File: src/rtl/reg_bus_cfg_pkg.sv
// hyper_cfg_pkg: configuration struct, register offsets and reset values
// for the HyperBus controller register file.
package hyper_cfg_pkg;

   typedef struct packed {
      logic [3:0]  t_latency_access;
      logic        en_latency_additional;
      logic [15:0] t_burst_max;
      logic [3:0]  t_read_write_recovery;
      logic [3:0]  t_rx_clk_delay;
      logic [3:0]  t_tx_clk_delay;
      logic [4:0]  address_mask_msb;
      logic        address_space;
      logic        phys_in_use;
      logic        which_phy;
   } hyper_cfg_t;

   localparam int unsigned REG_T_LATENCY_ACCESS      = 'h00;
   localparam int unsigned REG_EN_LATENCY_ADDITIONAL = 'h04;
   localparam int unsigned REG_T_BURST_MAX           = 'h08;
   localparam int unsigned REG_T_READ_WRITE_RECOVERY = 'h0C;
   localparam int unsigned REG_T_RX_CLK_DELAY        = 'h10;
   localparam int unsigned REG_T_TX_CLK_DELAY        = 'h14;
   localparam int unsigned REG_ADDRESS_MASK_MSB      = 'h18;
   localparam int unsigned REG_ADDRESS_SPACE         = 'h1C;
   localparam int unsigned REG_PHYS_IN_USE           = 'h20;
   localparam int unsigned REG_WHICH_PHY             = 'h24;

   localparam logic [3:0]  RST_T_LATENCY_ACCESS      = 4'd6;
   localparam logic        RST_EN_LATENCY_ADDITIONAL = 1'b1;
   localparam logic [15:0] RST_T_BURST_MAX           = 16'd350;
   localparam logic [3:0]  RST_T_READ_WRITE_RECOVERY = 4'd6;
   localparam logic [3:0]  RST_T_RX_CLK_DELAY        = 4'd8;
   localparam logic [3:0]  RST_T_TX_CLK_DELAY        = 4'd8;
   localparam logic [4:0]  RST_ADDRESS_MASK_MSB      = 5'd25;
   localparam logic        RST_ADDRESS_SPACE         = 1'b0;

   // PHY selection defaults to interleaved on dual-PHY builds, PHY 1 on single-PHY builds
   function automatic hyper_cfg_t cfg_reset(input int unsigned num_phys);
      hyper_cfg_t c;
      c.t_latency_access      = RST_T_LATENCY_ACCESS;
      c.en_latency_additional = RST_EN_LATENCY_ADDITIONAL;
      c.t_burst_max           = RST_T_BURST_MAX;
      c.t_read_write_recovery = RST_T_READ_WRITE_RECOVERY;
      c.t_rx_clk_delay        = RST_T_RX_CLK_DELAY;
      c.t_tx_clk_delay        = RST_T_TX_CLK_DELAY;
      c.address_mask_msb      = RST_ADDRESS_MASK_MSB;
      c.address_space         = RST_ADDRESS_SPACE;
      c.phys_in_use           = (num_phys == 2);
      c.which_phy             = (num_phys != 2);
      return c;
   endfunction

   function automatic logic [31:0] strb_merge(input logic [31:0] old, input logic [31:0] wdata,
                                              input logic [3:0] wstrb);
      logic [31:0] r;
      for (int b = 0; b < 4; b++) r[8*b +: 8] = wstrb[b] ? wdata[8*b +: 8] : old[8*b +: 8];
      return r;
   endfunction

endpackage

File: src/rtl/reg_bus_cfg.sv
// reg_bus_cfg: REG_BUS-accessible HyperBus PHY timing/selection register file.
// Define HYPER_CFG_ERR_EN to flag accesses to unmapped offsets on reg_error_o.
module reg_bus_cfg
   import hyper_cfg_pkg::*;
#(
   parameter int unsigned NumPhys = 2,
   parameter int unsigned RegAw   = 8,
   parameter int unsigned RegDw   = 32
) (
   input  logic             clk_i,
   input  logic             rst_ni,
   input  logic [RegAw-1:0] reg_addr_i,
   input  logic             reg_write_i,
   input  logic [RegDw-1:0] reg_wdata_i,
   input  logic [3:0]       reg_wstrb_i,
   input  logic             reg_valid_i,
   output logic [RegDw-1:0] reg_rdata_o,
   output logic             reg_error_o,
   output logic             reg_ready_o,
   input  logic             trans_active_i,
   output hyper_cfg_t       cfg_o
);

   localparam hyper_cfg_t CfgRst = cfg_reset(NumPhys);

   hyper_cfg_t       r_cfg;
   logic [RegAw-1:0] w_addr;
   logic [31:0]      w_wdata;
   logic [31:0]      w_rd;
   logic             w_hs;
   logic             w_wr;
   logic             w_mapped;

   assign w_addr      = reg_addr_i & ~RegAw'(3);
   assign w_wdata     = 32'(reg_wdata_i);
   assign w_hs        = reg_valid_i & ~trans_active_i;
   assign w_wr        = w_hs & reg_write_i & w_mapped;
   assign reg_ready_o = w_hs;
   assign reg_rdata_o = w_hs ? RegDw'(w_rd) : '0;
   assign cfg_o       = r_cfg;

`ifdef HYPER_CFG_ERR_EN
   assign reg_error_o = w_hs & ~w_mapped;
`else
   assign reg_error_o = 1'b0;
`endif

   always_comb begin
      w_rd     = '0;
      w_mapped = 1'b1;
      case (w_addr)
         RegAw'(REG_T_LATENCY_ACCESS):      w_rd = 32'(r_cfg.t_latency_access);
         RegAw'(REG_EN_LATENCY_ADDITIONAL): w_rd = 32'(r_cfg.en_latency_additional);
         RegAw'(REG_T_BURST_MAX):           w_rd = 32'(r_cfg.t_burst_max);
         RegAw'(REG_T_READ_WRITE_RECOVERY): w_rd = 32'(r_cfg.t_read_write_recovery);
         RegAw'(REG_T_RX_CLK_DELAY):        w_rd = 32'(r_cfg.t_rx_clk_delay);
         RegAw'(REG_T_TX_CLK_DELAY):        w_rd = 32'(r_cfg.t_tx_clk_delay);
         RegAw'(REG_ADDRESS_MASK_MSB):      w_rd = 32'(r_cfg.address_mask_msb);
         RegAw'(REG_ADDRESS_SPACE):         w_rd = 32'(r_cfg.address_space);
         RegAw'(REG_PHYS_IN_USE):           w_rd = 32'(r_cfg.phys_in_use);
         RegAw'(REG_WHICH_PHY):             w_rd = 32'(r_cfg.which_phy);
         default:                           w_mapped = 1'b0;
      endcase
   end

   // Each field merges strobed bytes over its zero-extended value, then truncates to its width
   always_ff @(posedge clk_i or negedge rst_ni) begin
      if (!rst_ni) r_cfg <= CfgRst;
      else if (w_wr) begin
         case (w_addr)
            RegAw'(REG_T_LATENCY_ACCESS):
               r_cfg.t_latency_access <= 4'(strb_merge(32'(r_cfg.t_latency_access), w_wdata, reg_wstrb_i));
            RegAw'(REG_EN_LATENCY_ADDITIONAL):
               r_cfg.en_latency_additional <= 1'(strb_merge(32'(r_cfg.en_latency_additional), w_wdata, reg_wstrb_i));
            RegAw'(REG_T_BURST_MAX):
               r_cfg.t_burst_max <= 16'(strb_merge(32'(r_cfg.t_burst_max), w_wdata, reg_wstrb_i));
            RegAw'(REG_T_READ_WRITE_RECOVERY):
               r_cfg.t_read_write_recovery <= 4'(strb_merge(32'(r_cfg.t_read_write_recovery), w_wdata, reg_wstrb_i));
            RegAw'(REG_T_RX_CLK_DELAY):
               r_cfg.t_rx_clk_delay <= 4'(strb_merge(32'(r_cfg.t_rx_clk_delay), w_wdata, reg_wstrb_i));
            RegAw'(REG_T_TX_CLK_DELAY):
               r_cfg.t_tx_clk_delay <= 4'(strb_merge(32'(r_cfg.t_tx_clk_delay), w_wdata, reg_wstrb_i));
            RegAw'(REG_ADDRESS_MASK_MSB):
               r_cfg.address_mask_msb <= 5'(strb_merge(32'(r_cfg.address_mask_msb), w_wdata, reg_wstrb_i));
            RegAw'(REG_ADDRESS_SPACE):
               r_cfg.address_space <= 1'(strb_merge(32'(r_cfg.address_space), w_wdata, reg_wstrb_i));
            RegAw'(REG_PHYS_IN_USE):
               if (NumPhys == 2) r_cfg.phys_in_use <= 1'(strb_merge(32'(r_cfg.phys_in_use), w_wdata, reg_wstrb_i));
            RegAw'(REG_WHICH_PHY):
               if (NumPhys == 2) r_cfg.which_phy <= 1'(strb_merge(32'(r_cfg.which_phy), w_wdata, reg_wstrb_i));
            default: ;
         endcase
      end
   end

endmodule

File: config.mk
export PLATFORM = sky130hd
export DESIGN_NAME = reg_bus_cfg
export DESIGN_NICKNAME = d
export VERILOG_FILES = /design/src/rtl/reg_bus_cfg_pkg.sv /design/src/rtl/reg_bus_cfg.sv
export SDC_FILE = /design/constraint.sdc
export NUM_CORES = 1
export LEC_CHECK = 0
export ABC_CLOCK_PERIOD_IN_PS = 1620
export CAP_MARGIN = 5
export CORE_MARGIN = 2
export CORE_UTILIZATION = 39
export DETAILED_ROUTE_END_ITERATION = 10
export PLACE_DENSITY = 0.82
export SLEW_MARGIN = 20
export SYNTH_ARGS = -nofsm -noshare
export SYNTH_HDL_FRONTEND = slang
export SYNTH_SLANG_ARGS = --single-unit
export TNS_END_PERCENT = 30
File: constraint.sdc
create_clock -name clk_i -period 1.62 [get_ports clk_i]
set_clock_uncertainty 0.05 [all_clocks]
set_input_delay 0.162 -clock clk_i [delete_from_list [all_inputs] [get_ports clk_i]]
set_output_delay 0.162 -clock clk_i [all_outputs]
set_load 0.02 [all_outputs]
### Yosys cells after proc, flatten, opt, wreduce, memory -nomap -nowiden

Cells that the tools add are included.
Widths: inputs -> output; s select.

| word-level totals | value |
|---|---|
| register bits | 41 |
| latch bits | 0 |
| bits in writable memories | 0 |
| memory bits (read-only) | 0 |
| input bits | 49 |
| output and inout port bits | 75 |
| logic and storage cells | 40 |
| memories | 0 |

| cells by class | value |
|---|---|
| add/sub/neg operators | 0 |
| multiply operators | 0 |
| divide/modulo/power cells | 0 |
| $lt $le $gt $ge | 0 |
| equality and inequality tests | 9 |
| shift-type cells | 0 |
| multiplexer cells | 3 |
| bitwise operators | 4 |
| reductions and logical operators | 13 |

Operators by type and width:

| cell | count |
|---|---|
| $pmux 16 s10 | 1 |
| $reduce_and 3->1 | 11 |
| $mux 32 | 1 |
| $eq 6x3->1 const B | 4 |
| $eq 6x2->1 const B | 2 |
| $eq 6x4->1 const B | 2 |
| $reduce_or 10->1 | 1 |
| $logic_not 8->1 | 1 |
| $eq 6x1->1 const B | 1 |
| $and 1x1->1 | 3 |
| $mux 1 | 1 |
| $not 1->1 | 1 |

### Longest topological paths before layout

| logic depth | value |
|---|---|
| word-level depth | 5 |
| gate-level depth with buffers | 5 |
| depth with buffers taken out | 4 |

### Worst setup path after synthesis

No wires, ideal clock.

| path | value |
|---|---|
| path kind | register to output |
| start | register r_cfg (netlist bit cfg_o[36]) |
| end | output port reg_rdata_o[0] |
| arrival time | 1.576 ns |
| required time | 1.408 ns |
| slack | -0.168 ns |
| stages on the path, launching flop included | 5 |
| buffers on the path | 0 |
| path through | dfstp_2 mux2i_1 or3_1 a31o_2 a31oi_1 |

| between the ends | value |
|---|---|
| longest elaborated chain between the ends | 2 |

Ends and longest elaborated chain:

| element | line | source |
|---|---|---|
| start: declaration | reg_bus_cfg.sv:26 | `hyper_cfg_t r_cfg;` |
| start signal: assignment | reg_bus_cfg.sv:68 | `if (!rst_ni) r_cfg <= CfgRst;` |
| $pmux 16 s10 | reg_bus_cfg.sv:51 | `case (w_addr)` |
| $mux 32 | reg_bus_cfg.sv:39 | `assign reg_rdata_o = w_hs ? RegDw'(w_rd) : '0;` |
| end: declaration | reg_bus_cfg.sv:17 | `output logic [RegDw-1:0] reg_rdata_o,` |

No other way between the ends.

### Worst setup path in the final report

Ends and elaborated chain as after synthesis.

==> impl_metrics.json <==
{
  "status": "finished with violations",
  "violations": "setup timing",
  "cts-root-buf": "clkbuf_8",
  "worstHoldEndpoint": "cfg_o[36]$_DFFE_PN1P_",
  "core_area_um2": 5570,
  "cp-end-kind": "output pin",
  "finalPower_mw": 2.13,
  "period_needed_ns": 2.00,
  "ys_seq_area_share_pct": 46.1,
  "hold_viol": 0,
  "io_pins": 124,
  "maxSlewHeadroom_pct": 66.1,
  "area_growth_pct": 66.0,
  "cpMaxStageDelayCell": "dfstp_2",
  "fin_crit_sh_pct": 124,
  "grt_usage_pct": 19.8,
  "dp_slack_ns": -0.987,
  "combPwrFrac_pct": 15.7,
  "ctsHtreeMaxLevel": 2,
  "nets": 367,
  "cp.arrival_ns": 1.79,
  "powerDensity_nw_per_um2": 566,
  "cts_buffers": 5,
  "die_height_um": 80.3,
  "grt_pass1_wl_um": 9680,
  "yosys_warnings": 0,
  "syn-instance-count": 179,
  "n_antenna_cell": 0,
  "post_drt_via_cell_ratio": 4.87,
  "cp_num_buf_inv": 1,
  "max_cap_violations": 0,
  "synth_common_cells": "mux2_2, dfrtp_1, buf_4, dfstp_2, and2_1",
  "finalWirelength_um": 6240,
  "hold_path_class": "primary input to flip-flop",
  "synth_edf_count": 0,
  "synth_top_area_cell": "dfrtp_1",
  "dp_hpwl_um": 4480,
  "p_int_mw": 1.60,
  "rsz0062_at_grt": "true",
  "cts_tree": "done",
  "r2r-end": "cfg_o[4]$_DFFE_PN0P_",
  "first_global_vias": 1972,
  "yosys.area.top_type_share_pct": 26.4,
  "hold_depth": 4,
  "seqPwrFrac_pct": 49.7,
  "synthTopCellsByArea": "dfrtp_1, dfstp_2, mux2_2",
  "setup_viol_count_final": 33,
  "row_count": 27,
  "drtIter0Drc": 118,
  "hold_ws_ns": 0.384,
  "dp.cells": 378,
  "swShare_pct": 25.2,
  "critPathLaunchType": "flip-flop",
  "path_class": "flip-flop to output pin",
  "cpLargestDelayFamily": "flip-flops",
  "clk_transition_reported_paths_ns": 0.09,
  "initial_core_util_pct": 40.8,
  "power.leakage_nw": 1.85,
  "crit_cells": 5,
  "vdd_drop_max_mv": 0.310,
  "port_buffers": 86,
  "finalNonFillerCells": 391,
  "synth-seq-cells": 41,
  "critPathRequiredTime_ns": 1.41,
  "vias": 1906,
  "drc": 0,
  "r2r_slack_ns": 0.68,
  "yosysMostFrequentCell": "mux2_2",
  "cpPeakStageDelay_ns": 0.54,
  "grt_max_degree": 42,
  "r2r_cells": 2,
  "antenna_found_initial": 0,
  "avgSynthCellArea_um2": 12.7,
  "final_core_util_pct": 67.7,
  "max_freq_mhz": 499,
  "drtPass1Iterations": 4,
  "drtAntennaViolNets": 0,
  "layout-drive-gt1-share_pct": 57.4,
  "wire_per_inst_um": 16.0,
  "layout_setup_ws_ns": -0.384,
  "synth_async_sr_flop_share_pct": 100,
  "clk_latency_ns": 0.29,
  "min_from": "reg_addr_i[5]",
  "crit_chain": "mux2i_1 > or3_1 > a31o_2 > a31oi_4 > buf_6",
  "syn_area_um2": 2270,
  "yosysUniqueCellTypes": 41,
  "path_max_fanout": 2,
  "cts_max_path_buffers": 2,
  "drv_slew": 0,
  "pwr-share-clk_pct": 34.6,
  "largest_reg_flops": 41,
  "worst_pin_slew_ns": 0.509,
  "synthFlopType": "dfrtp_1",
  "die-area_um2": 6450,
  "die_w_um": 80.3,
  "rr_startpoint": "cfg_o[4]$_DFFE_PN0P_",
  "cts.sinks": 41,
  "globalplace.congestion": 0.796,
  "grt_overflow": 0,
  "p_sw_uw": 537
}
[through the flow]
step | setup TNS, ns | area, um^2
floorplan | -0.195 | 2360
global placement | -44.68 | 3540
detailed placement | -45.10 | 3540
CTS | -3.29 | 3690
global route | -4.00 | 3770
finish | -2.74 | 3770
[how the worst max path moves through the flow]
stage	from	end	slack [ns]
after floorplan	cfg_o[36]$_DFFE_PN1P_	reg_rdata_o[0]	-0.03
after global placement	reg_addr_i[5]	reg_rdata_o[2]	-0.95
after detailed placement	reg_addr_i[5]	reg_rdata_o[2]	-0.99
after CTS	cfg_o[36]$_DFFE_PN1P_	reg_rdata_o[0]	-0.39
after global routing	cfg_o[36]$_DFFE_PN1P_	reg_rdata_o[0]	-0.44
final	cfg_o[36]$_DFFE_PN1P_	reg_rdata_o[0]	-0.38
[area by class of cell]
cell class,count,area [um^2]
well taps,72,90.1
multi-input cells,130,1240
clock inverters,1,5.00
fillers,449,1800
clock buffers,7,96.3
repair buffers,140,1290
flip-flops and latches,41,1050
[power by group through the flow]
stage                     clock network, mW  registers [mW]  logic [mW]
after floorplan                           0            1.10       0.134
after global placement                    0            1.08       0.328
after detailed placement                  0            1.08       0.332
after CTS                             0.755            1.06       0.328
after global routing                  0.811            1.06       0.361
final                                 0.738            1.06       0.336
[cell usage in the layout (no fill, tap or decap), drive strengths merged]
master and count:
buf 76, mux2 46, clkdlybuf4s50 41, dfrtp 24, dlygate4sd2 18, conb 17, dfstp 17, and2 14
clkbuf 7, nand3 5, nand2 4, nor2b 4, a22oi 4, a31oi 4, mux2i 3, nor3 3
dlymetal6s2s 3, nor2 3, and3 3, a32oi 2, or4bb 2, nor4b 2, nor4 2, nor3b 2
or4 1, o21ai 1, nand2b 1, or4b 1, a21oi 1, or3 1, a31o 1, and4 1
nand4 1, nand4b 1, clkinv 1, dlygate4sd3 1, clkdlybuf4s15 1
[metal layers]
layer / vias to the layer above / part of all wire (%) / wire [um] / global-route usage (%)
met4: 0 / 0.42 / 26 / 4.24
met2: 67 / 51 / 3180 / 34.7
met3: 4 / 5.9 / 370 / 4.61
li1: 894 / - / - / -
met1: 941 / 43 / 2670 / 24.8
met5: - / 0 / 0 / 0
[tightest hold or removal path, delay by kind of cell]
family | cells | cell delay [ns]
buffers and inverters | 2 | 0.26
muxes | 1 | 0.22
and+or+nand+nor | 1 | 0.07
[timing repair]
item,4_1_cts,5_1_grt
pin swaps,14,5
buffers inserted,1,3
resized for setup,164,17
endpoints found under the setup margin,75,51
endpoints found under the hold margin,24,0
cloned,1,0
hold buffers,1,0
[cell families (layout without fill, tap and decap cells)]
family | Yosys count | after routing | synth area share [%]
AO/OA/AOI/OAI | 13 | 13 | 4.02
buffers and inverters | 24 | 148 | 7.38
flip-flops | 41 | 41 | 46.1
multiplexers | 49 | 49 | 25.4
other | 1 | 17 | 0.165
AND/OR/NAND/NOR | 51 | 51 | 16.9
No activity file was read; power rests on OpenSTA's default activity.
==> variant (config.mk and constraints unchanged) <==
The parameter `RegDw` goes from 32 to 16.
--- a/src/rtl/reg_bus_cfg.sv
+++ b/src/rtl/reg_bus_cfg.sv
@@ -7,3 +7,3 @@
    parameter int unsigned RegAw   = 8,
-   parameter int unsigned RegDw   = 32
+   parameter int unsigned RegDw   = 16
 ) (
Interface: changed (resized reg_rdata_o and reg_wdata_i); port bits go from 124 to 92. No check against the original RTL was run, so the function may have changed too.
==> variant against the original RTL <==
The run still ends with setup timing left; synthesized area is 5.3% lower; sequential cell count unchanged; wire length is 3.6% lower; die area down 5.0%; setup slack gained 0.050 ns; critical path type unchanged; clock power down 7.5%; design area decreased by 3.2%; power fell by 4.0%; first-iteration DRC count shrank 30%; sequential power hardly changed; critical endpoint unchanged.
==> variant: results (changes against the original RTL) <==
{| class="wikitable"
! Metric !! Value
|-
| Number of buffers inserted by port buffering || 86 (unchanged)
|-
| Routed length per placed instance || 16.3 um (+1.8%)
|-
| Fraction of synthesis flops using an asynchronous set or reset pin || 100% (unchanged)
|-
| Clock transition time at the flip-flop clock pins of the worst setup and hold paths || 0.08 ns
|-
| Pre-Repair DR Iteration Count || 4 (unchanged)
|-
| Total number of yosys warnings || 0 (unchanged)
|-
| Share of post-route cells with drive strength above 1 || 59.7% (+2.4 points)
|-
| Slew at the pin closest to its max-slew limit || 0.508 ns (-0.000463 ns)
|-
| Arrival time at the worst endpoint || 1.74 ns (-0.05 ns)
|-
| R2R depth || 2 (unchanged)
|-
| Reported leakage power || 1.73 nW (-6.7%)
|-
| GRT Resource Usage Total || 20.0% (+0.24 points)
|-
| Number of filler cells placed in the layout || 417 (-7.1%)
|-
| Dpl hpwl || 4.40 mm (-1.7%)
|-
| Total via count in the routed design || 1859 (-2.5%)
|-
| Final net count || 330 (-10%)
|-
| Master of the slowest instance on the critical path || sky130_fd_sc_hd__dfstp_2
|-
| Top cells by count, synth || 38 x sky130_fd_sc_hd__mux2_2, 24 x sky130_fd_sc_hd__dfrtp_1, 17 x sky130_fd_sc_hd__dfstp_2, 12 x sky130_fd_sc_hd__and2_1, 8 x sky130_fd_sc_hd__mux2_4
|-
| Violations in the final reports || setup timing
|-
| Weighted congestion at the end of routability-driven global placement || 0.879 (+10%)
|-
| IR Drop Worst-Case VDD || 0.000465 V (+50%)
|-
| Slowest cell delay on critical path || 0.53 ns
|-
| Kind of path behind the tightest hold check || in2async
|-
| Yosys cell types || 41 (unchanged)
|-
| Minimum clock period after layout || 1.95 ns (-0.0501 ns)
|-
| Reg2reg setup slack || 0.69 ns
|-
| Max clock buf depth || 2 (unchanged)
|-
| Post-synthesis sequential area ratio || 48.7% (+2.6 points)
|-
| # setup viols final || 26 (-21%)
|-
| Net Count, Synth || 196
|-
| Clock latency of the later-clocked register in the worst-skew pair || 0.29 ns (about the same)
|-
| CTS root buf || sky130_fd_sc_hd__clkbuf_8
|-
| Kind of cell with the highest combined delay on the critical path || flip-flops
|-
| Outcome || complete, but fails checks
|-
| Final worst setup slack || -0.334 ns (+0.0501 ns)
|-
| Area of the core || 0.00541 mm2 (-3.0%)
|-
| Peak fanout along the critical path || 2 (unchanged)
|-
| Diode count || 0 (unchanged)
|-
| Pin count of the biggest net entering global routing || 23 (-45%)
|-
| Clock H-tree levels || 2 (unchanged)
|-
| Number of design-rule violations left by the first detailed-router iteration || 83 (-30%)
|-
| Sum of negative setup slack || -2.46 ns (+0.283 ns)
|-
| Leading post-synthesis cells by cell area || sky130_fd_sc_hd__dfrtp_1 28%, sky130_fd_sc_hd__dfstp_2 21%, sky130_fd_sc_hd__mux2_2 20%
|-
| Prevailing post-synth register cell || sky130_fd_sc_hd__dfrtp_1
|-
| Post-Place Worst Slack || -0.943 ns (+0.0431 ns)
|-
| CTS buffer count || 5 (unchanged)
|-
| Wire length of the first global-routing pass || 9.38 mm (-3.1%)
|}
-- variant: changes by cell type in the layout (fill, tap and decap cells not counted), sizes merged --
| cell | unedited run | this run |
|---|---|---|
| clkbuf | 7 | 9 |
| clkdlybuf4s15 | 1 | 0 |
| clkinv | 1 | 0 |
| clkdlybuf4s50 | 41 | 42 |
| dlymetal6s2s | 3 | 2 |
| conb | 17 | 1 |
| buf | 76 | 71 |
-- variant: metrics by stage --
| step | cells | hold WS (ns) | area, um2 | util [%] |
|---|---|---|---|---|
| 3_5_place_dp | 359 | 0.101 | 3470 | 64.1 |
| 6_report | 370 | 0.316 | 3650 | 67.6 |
| 4_1_cts | 370 | 0.325 | 3600 | 66.6 |
| 5_1_grt | 370 | 0.331 | 3650 | 67.6 |
| 2_1_floorplan | 163 | -0.184 | 2180 | - |
| 3_3_place_gp | 359 | 0.109 | 3470 | 64.1 |
-- variant: timing repair --
item	CTS	global route
buffers inserted	2	1
pin swaps	12	13
endpoints found under the hold margin	13	0
hold buffers	1	0
setup endpoints to repair	74	51
gates resized for setup	163	14
cloned	1	0
-- variant: report_power, final --
part | switching, W | leakage [nW] | internal [W]
clock network | 0.000336 | 0.0455 | 0.000348
registers | 0.0000117 | 0.509 | 0.00105
logic | 0.000141 | 1.17 | 0.000164
-- variant: per-layer routing --
metal,vias to the layer above,track usage [%],wire [um]
met5,-,0,0
met4,0,5.61,62
met3,7,5.17,363
met2,70,33.3,2970
met1,912,26.0,2620
li1,870,-,-
-- variant: cell families (layout without fill, tap and decap cells) --
kind of cell	Yosys count	after routing	share of synthesized area [%]
AO/OA/AOI/OAI	13	13	4.24
other	1	1	0.174
buffers and inverters	8	143	2.21
flip-flops	41	41	48.7
multiplexers	49	49	26.9
AND/OR/NAND/NOR	51	51	17.8
-- variant: worst register-to-register path, cell delays in order (launching register included) --
cell and delay, ns:
sky130_fd_sc_hd__dfrtp_1 0.38, sky130_fd_sc_hd__buf_4 0.13, sky130_fd_sc_hd__mux2_2 0.25
-- variant: area by class of cell --
cell class	instances	area [um2]	area share (%)
repair buffers	135	1260	34.5
well taps	72	90.1	2.47
flip-flops and latches	41	1050	28.7
clock buffers	8	90.1	2.47
multi-input cells	114	1170	31.9
-- variant: path summary, 6_finish.rpt --
check,from,end
setup / recovery,cfg_o[36]$_DFFE_PN1P_,reg_rdata_o[0]
hold / removal,rst_ni,cfg_o[2]$_DFFE_PN0P_
setup reg to reg,cfg_o[5]$_DFFE_PN0P_,cfg_o[5]$_DFFE_PN0P_
hold reg to reg,cfg_o[34]$_DFFE_PN0P_,cfg_o[34]$_DFFE_PN0P_
max in group asynchronous,rst_ni,cfg_o[6]$_DFFE_PN1P_
min in group clk_i,reg_addr_i[5],cfg_o[36]$_DFFE_PN1P_
